**src/rtl/control_sequencer.sv**
```systemverilog
// control_sequencer: hardwired Moore FSM that sequences fetch and R-type ALU execute strobes.
// Define INSTR_COUNT_EN to add the instr_count retired-instruction counter output.
module control_sequencer #(
  parameter int REG_SEL_W   = 4,
  parameter int NUM_REGS    = 16,
  parameter int OPC_W       = 5,
  parameter int NUM_ALU_OPS = 16,
  parameter int HALT_OPC    = 27
) (
  input  logic                Clock,
  input  logic                clear,
  input  logic                run,
  input  logic                mem_ready,
  input  logic [31:0]         IR,
  output logic                PCout,
  output logic                Zlowout,
  output logic                MDRout,
  output logic                MARin,
  output logic                Zin,
  output logic                PCin,
  output logic                MDRin,
  output logic                IRin,
  output logic                Yin,
  output logic                IncPC,
  output logic                Read,
  output logic [NUM_REGS-1:0] reg_out,
  output logic [NUM_REGS-1:0] reg_in,
  output logic [OPC_W-1:0]    alu_op,
  output logic                busy,
  output logic                halted,
  output logic                illegal
`ifdef INSTR_COUNT_EN
  ,
  output logic [31:0]         instr_count
`endif
);

  localparam int OPC_LSB = 32 - OPC_W;
  localparam int RA_LSB  = OPC_LSB - REG_SEL_W;
  localparam int RB_LSB  = RA_LSB - REG_SEL_W;
  localparam int RC_LSB  = RB_LSB - REG_SEL_W;

  localparam logic [OPC_W:0]   ALU_LIMIT = NUM_ALU_OPS[OPC_W:0];
  localparam logic [OPC_W-1:0] HALT_CODE = HALT_OPC[OPC_W-1:0];

  typedef enum logic [3:0] {
    S_IDLE,
    S_T0,
    S_T1,
    S_T1W,
    S_T2,
    S_DEC,
    S_T3,
    S_T4,
    S_T5,
    S_HALT
  } state_t;

  state_t state_q, state_d;
  logic   run_prev_q, run_prev_d;

  logic [OPC_W-1:0]     opcode;
  logic [REG_SEL_W-1:0] ra_sel;
  logic [REG_SEL_W-1:0] rb_sel;
  logic [REG_SEL_W-1:0] rc_sel;
  logic                 is_alu;
  logic                 is_halt;
  logic                 run_rise;
  logic                 unused_ir_bits;

  assign opcode         = IR[31 -: OPC_W];
  assign ra_sel         = IR[RA_LSB +: REG_SEL_W];
  assign rb_sel         = IR[RB_LSB +: REG_SEL_W];
  assign rc_sel         = IR[RC_LSB +: REG_SEL_W];
  assign unused_ir_bits = ^IR[RC_LSB-1:0];

  assign is_alu   = ({1'b0, opcode} < ALU_LIMIT);
  assign is_halt  = (opcode == HALT_CODE);
  // HALT may only be left on a fresh 0->1 of run, so a run held high from before is ignored
  assign run_rise = run & ~run_prev_q;

  function automatic logic [NUM_REGS-1:0] onehot(input logic [REG_SEL_W-1:0] sel);
    onehot      = '0;
    onehot[sel] = 1'b1;
  endfunction

  always_ff @(posedge Clock or posedge clear) begin
    if (clear) begin
      state_q    <= S_IDLE;
      run_prev_q <= 1'b0;
    end else begin
      state_q    <= state_d;
      run_prev_q <= run_prev_d;
    end
  end

  always_comb begin
    state_d    = state_q;
    run_prev_d = run;
    PCout      = 1'b0;
    Zlowout    = 1'b0;
    MDRout     = 1'b0;
    MARin      = 1'b0;
    Zin        = 1'b0;
    PCin       = 1'b0;
    MDRin      = 1'b0;
    IRin       = 1'b0;
    Yin        = 1'b0;
    IncPC      = 1'b0;
    Read       = 1'b0;
    reg_out    = '0;
    reg_in     = '0;
    alu_op     = '0;
    busy       = 1'b1;
    halted     = 1'b0;
    illegal    = 1'b0;

    case (state_q)
      S_IDLE: begin
        busy = 1'b0;
        if (run) state_d = S_T0;
      end
      S_T0: begin
        PCout   = 1'b1;
        MARin   = 1'b1;
        IncPC   = 1'b1;
        Zin     = 1'b1;
        state_d = S_T1;
      end
      S_T1: begin
        Zlowout = 1'b1;
        PCin    = 1'b1;
        Read    = 1'b1;
        MDRin   = 1'b1;
        state_d = mem_ready ? S_T2 : S_T1W;
      end
      // Wait state keeps the read going but must not reload PC a second time
      S_T1W: begin
        Read  = 1'b1;
        MDRin = 1'b1;
        if (mem_ready) state_d = S_T2;
      end
      S_T2: begin
        MDRout  = 1'b1;
        IRin    = 1'b1;
        state_d = S_DEC;
      end
      S_DEC: begin
        if (is_alu) begin
          state_d = S_T3;
        end else if (is_halt) begin
          state_d = S_HALT;
        end else begin
          illegal = 1'b1;
          state_d = S_T0;
        end
      end
      S_T3: begin
        reg_out = onehot(rb_sel);
        Yin     = 1'b1;
        state_d = S_T4;
      end
      S_T4: begin
        reg_out = onehot(rc_sel);
        alu_op  = opcode;
        Zin     = 1'b1;
        state_d = S_T5;
      end
      S_T5: begin
        Zlowout = 1'b1;
        reg_in  = onehot(ra_sel);
        state_d = run ? S_T0 : S_IDLE;
      end
      S_HALT: begin
        busy   = 1'b0;
        halted = 1'b1;
        if (run_rise) state_d = S_T0;
      end
      default: begin
        busy    = 1'b0;
        state_d = S_IDLE;
      end
    endcase
  end

`ifdef INSTR_COUNT_EN
  logic [31:0] count_q, count_d;

  // Every T5 exits to T0 or IDLE, so leaving T5 is exactly one retired ALU instruction
  always_comb begin
    count_d = count_q;
    if (state_q == S_T5) count_d = count_q + 32'd1;
  end

  always_ff @(posedge Clock or posedge clear) begin
    if (clear) count_q <= 32'd0;
    else       count_q <= count_d;
  end

  assign instr_count = count_q;
`endif

endmodule

```
**config.mk**
```make
export PLATFORM = sky130hd
export DESIGN_NAME = control_sequencer
export DESIGN_NICKNAME = d
export VERILOG_FILES = /design/src/rtl/control_sequencer.sv
export SDC_FILE = /design/constraint.sdc
export NUM_CORES = 1
export LEC_CHECK = 0
export BUFFER_PORTS_ARGS = -buffer_cell sky130_fd_sc_hd__buf_2
export CORE_MARGIN = 2
export CORE_UTILIZATION = 35
export CTS_CLUSTER_SIZE = 25
export DETAILED_ROUTE_END_ITERATION = 8
export HOLD_SLACK_MARGIN = 0.02
export MAX_ROUTING_LAYER = met4
export PLACE_DENSITY = 0.8
export SYNTH_ARGS = -nofsm -noshare
export SYNTH_HDL_FRONTEND = slang
export SYNTH_SLANG_ARGS = --single-unit
export TNS_END_PERCENT = 30
```
**constraint.sdc**
```tcl
create_clock -name Clock -period 2.1 [get_ports Clock]
set_clock_uncertainty 0.2 [all_clocks]
set_input_delay 0.42 -clock Clock [delete_from_list [all_inputs] [get_ports Clock]]
set_output_delay 0.42 -clock Clock [all_outputs]
set_load 0.05 [all_outputs]
```
* Word-level counts from Yosys, hierarchy flattened
Cells that the tools add are included.
Storage, ports and cells: register bits after elaboration 5
Operators by class: reductions and logical operators 9, mux-type cells 29, $lt $le $gt $ge 7, eq/ne operators 13, bitwise gates (word level) 2
Operators with widths (number):
- case mux 4 bit (10 select lines) | 1
- case mux 16 bit (2 select lines) | 1
- 2-to-1 mux 4 bit | 5
- == test 4 x 3 -> 1 bit (second input constant) | 4
- 2-to-1 mux 1 bit | 16
- 2-to-1 mux 16 bit | 1
- less-than comparator 4 x 5 -> 1 bit (second input constant) | 3
- demux 1 bit (select 4 bit) | 3
- >= comparator 4 x 1 -> 1 bit (second input constant) | 3
- == test 4 x 2 -> 1 bit (second input constant) | 2
- == test 4 bit (second input constant) | 2
- OR reduction 8 bit | 1
- inequality test 2 bit (second input constant) | 3
- OR reduction 2 bit | 3
- == test 5 bit (second input constant) | 1
- less-than comparator 5 bit (second input constant) | 1
- 2-to-1 mux 5 bit | 1
- == test 4 x 1 -> 1 bit (second input constant) | 1
- zero test 4 bit | 1
- logical AND 1 bit | 3
- 2-to-1 mux 3 bit | 1
- AND reduction 3 bit | 1
- bitwise AND 1 bit | 1
- inverter 1 bit | 1

* Logic depth before layout (Yosys ltp)
word-level depth 5, depth in mapped cells 5, gate-level depth less buffers 4

* Least setup slack after synthesis
Ideal clock, no wire load.
kind register to output, start register state_q[2], end output port MDRout, arrival time 2.995 ns, cell stages (with the launch flop) 5, required time 1.480 ns, setup slack -1.515 ns, cells stage by stage dfrtp_1 clkbuf_1 clkbuf_1 nor4b_1 buf_4
On the way: cells in the longest elaborated chain, start to end 2
Ends and longest elaborated chain:
- start, declared | RTL line 59 | state_t state_q, state_d;
- start signal, assigned | RTL line 92 | state_q <= state_d;
- == test 4 x 3 -> 1 bit
- 2-to-1 mux 1 bit
- end, declared | RTL line 17 | output logic MDRout,
No other way between the ends.

* Final worst setup path
start register state_q[1], end output port reg_in[0]
On the way: cells in the longest elaborated chain, start to end 2
Ends and longest elaborated chain:
- == test 4 bit | RTL line 118 | case (state_q)
- 2-to-1 mux 16 bit | RTL line 118
- end, declared | RTL line 27 | output logic [NUM_REGS-1:0] reg_in,
No other way between the ends.

==> impl_metrics.yaml <==
outcome:
  run_status: "finished with violations"
  failed_checks: "negative setup slack"
final_layout:
  post_route_cells_drive_above_1_share_pct: 71.0
  multi_input_comb_area_sq_um: 921
  antennaDiodeCount: 0
  design.final.nets: 244
  layout.cell_area.non_filler_sq_um: 1930
  mostFrequentLayoutCell: "sky130_fd_sc_hd__buf_6"
  final.fill_count: 112
  final-seq-area_sq_um: 130
  area_growth_pct: 137
  commonest_non_fill_non_tap_cells_in_the_layout: "38 x sky130_fd_sc_hd__buf_6, 24 x sky130_fd_sc_hd__buf_4, 21 x sky130_fd_sc_hd__buf_2, 12 x sky130_fd_sc_hd__o22ai_2, 11 x sky130_fd_sc_hd__nor2_1"
  utilization_pct: 87.4
worst_setup_path:
  flop2flop_setup_slack_ps: 400
  end_kind: "output port"
  worstPathCellList: "nand2b_4, nor3_4, or3b_4, nor3_4, buf_6"
  crit_slowest_cell: "sky130_fd_sc_hd__or3b_4"
  critPathKind: "register to output port"
  required_ps: 1480
  critPathMaxStageDelay_ps: 470
  worst_setup_path_start_kind: "register"
  worst_setup_path_startpoint: "state_q[1]$_DFFE_PP0P_"
  reg2reg_from: "state_q[3]$_DFFE_PP0P_"
  cp.arrival_ps: 1860
  worstPathMaxFanout: 4
  length_in_cells_of_the_worst_reg_to_reg_path: 7
  cpMostUsedCell: "sky130_fd_sc_hd__nor3_4"
placement:
  pre_cts_slack_ps: -201
  gp_routability_congestion: 0.832
  area_post_placement_sq_um: 1470
  detailed_place_hpwl_um: 2600
  port-buffer-count: 71
grt:
  overall_track_demand_over_capacity_in_global_routing_pct: 32.7
  wire_length_of_the_first_global_routing_pass_um: 6420
  grt_max_degree: 15
  via_count_of_the_first_global_routing_pass: 1375
  grt_antenna_before_repair: 0
  global_route.overflow_total: 0
clock_tree:
  root_buffer: "sky130_fd_sc_hd__clkbuf_4"
  worstSkewPairLatency_ps: 260
  cts-buffers-inserted: 3
  h-tree-depth: 1
  clock_sinks: 5
  clock_path_buffers: 2
  tritoncts: "built"
  clk_pin_slew_ps: 50
power:
  p_per_area_nw_per_um2: 983
  static-leakage-power_uw: 0.000791
  max-vdd-ir-drop_mv: 1.03
sta:
  max_slew.worst_pin.slew_ps: 308
  period_needed_ps: 2480
  worst_slew_margin_rel_pct: 79.4
  finalWorstSetupSlack_ps: -376
  setup_viol: 44
  period_share_pct: 118
  rsz0062_at_grt: "yes"
  fmax_mhz: 404
  report.final.hold_viol_count: 0
  timing.final.max_slew_violations: 0
die:
  row_count: 17
  die_h_um: 52.3
  ioPinCount: 87
  core_area_sq_um: 2210
  fp.dieArea_sq_um: 2730
  dieWidth_um: 52.3
  floorplan.initialDensity_pct: 36.9
logic_synthesis:
  synth-seq-area-share_pct: 15.3
  yosys.cell_types.count: 32
  synthesis.area_sq_um: 816
  ys_top_cells_by_area: "sky130_fd_sc_hd__dfrtp_1 15%, sky130_fd_sc_hd__o22ai_1 12%, sky130_fd_sc_hd__nor2_1 8.3%, sky130_fd_sc_hd__nand2b_1 7.7%, sky130_fd_sc_hd__nand3b_1 7.4%"
  yosysTopAreaCell: "sky130_fd_sc_hd__dfrtp_1"
  postSynthAreaPerCell_sq_um: 6.74
  synth_largest_type_area_fraction_pct: 15.3
  synth_warnings: 0
  synth-seq-cells: 5
  synthCells: 121
  postSynthNetCount: 157
run:
  max_cap_violations: 0
hold_path:
  worst_hold_startpoint: "run"
  min_path_type: "input port to register"
  worstHoldPathCells: 1
detailed_routing:
  detailroute.via_count: 1374
  drc: 0
  initialDrtViolationCount: 43
  wire_per_inst_um: 19.3
  first_pass_iters: 4
  drtAntennaViolNets: 0
  routed_via_density: 5.85
  drt_wl_total_um: 4530
critical path, delay by kind of cell, from the launching register on:
family        cells  cell delay (ps)
simple gates      4              970
flops             1              440
buf+inv           1              180
power by group:
part	internal (uW)	switching (uW)
Combinational	577	994
Clock	72.6	51.7
Sequential	138	66.8
layout make-up:
type / instances / share of cell area, %
multi-input cells: 105 / 47.6
repair buffers: 91 / 42.1
well taps: 28 / 1.81
clock buffers: 4 / 1.36
flip-flops and latches: 5 / 6.73
inverters: 2 / 0.388
metal layers:
metal,vias up,GRT usage [%],routed length [um]
met1,649,33.1,1650
li1,621,-,-
met2,80,57.7,2420
met3,24,4.57,230
met4,0,22.2,223
met5,-,-,0
cells in the mapped netlist:
library cell / count
sky130_fd_sc_hd__a221oi_1: 1
sky130_fd_sc_hd__nor3_1: 7
sky130_fd_sc_hd__nand2b_2: 1
sky130_fd_sc_hd__nor2b_1: 2
sky130_fd_sc_hd__nand2_1: 8
sky130_fd_sc_hd__o21ai_0: 2
sky130_fd_sc_hd__a211o_1: 2
sky130_fd_sc_hd__o211ai_1: 2
sky130_fd_sc_hd__clkbuf_1: 5
sky130_fd_sc_hd__nand3_1: 4
sky130_fd_sc_hd__or4_1: 1
sky130_fd_sc_hd__nor3_2: 1
sky130_fd_sc_hd__nor2_1: 18
sky130_fd_sc_hd__a211oi_1: 1
sky130_fd_sc_hd__a22o_1: 1
sky130_fd_sc_hd__and2_1: 4
sky130_fd_sc_hd__nor3b_1: 1
sky130_fd_sc_hd__nand2b_1: 10
sky130_fd_sc_hd__nor3b_4: 1
sky130_fd_sc_hd__nand3b_1: 8
sky130_fd_sc_hd__nor4b_1: 1
sky130_fd_sc_hd__o22ai_1: 16
sky130_fd_sc_hd__or3b_1: 2
sky130_fd_sc_hd__a21oi_1: 3
sky130_fd_sc_hd__xor2_1: 1
sky130_fd_sc_hd__xnor2_1: 1
sky130_fd_sc_hd__dfrtp_1: 5
sky130_fd_sc_hd__or2_2: 2
sky130_fd_sc_hd__nand4b_1: 2
sky130_fd_sc_hd__or3_1: 2
sky130_fd_sc_hd__buf_4: 4
sky130_fd_sc_hd__inv_1: 2
state kept, by name, summed over array words and instances (netlist names):
signal,flops
state_q,4
run_prev_q,1
final timing paths:
kind / end
max in group asynchronous: state_q[0]$_DFFE_PP0P_
hold / removal: run_prev_q$_DFF_PP0_
hold reg to reg: state_q[1]$_DFFE_PP0P_
setup reg to reg: state_q[0]$_DFFE_PP0P_
setup / recovery: reg_in[0]
min in group asynchronous: state_q[3]$_DFFE_PP0P_
cell families (layout without fill, tap and decap cells):
kind of cell           Yosys count  count (layout)  share of synthesized area (%)
AND/OR/NAND/NOR                 75              75                           53.2
AO/OA/AOI/OAI                   28              28                           22.4
buffers and inverters           11              97                           6.90
flip-flops                       5               5                           15.3
XOR/XNOR                         2               2                           2.15
through the flow:
stage               hold WS, ps  std cells  total power, uW  setup TNS [ps]
global placement            127        227             1470           -1540
floorplan                 -1.48        121             1210          -13650
global route                132        235             1980          -12360
detailed placement          129        227             1500           -2440
CTS                         117        234             1810           -7520
finish                      130        235             1900          -10250
what timing repair did:
| action | in CTS | in global routing |
|---|---|---|
| setup buffers | 2 | 1 |
| hold buffers | 1 | 0 |
| pin swaps | 10 | 4 |
| endpoints found under the hold margin | 5 | 0 |
| resized for setup | 105 | 22 |
| setup endpoints to repair | 47 | 50 |
| gates cloned | 0 | 0 |
Power figures use the tool's default switching activity.
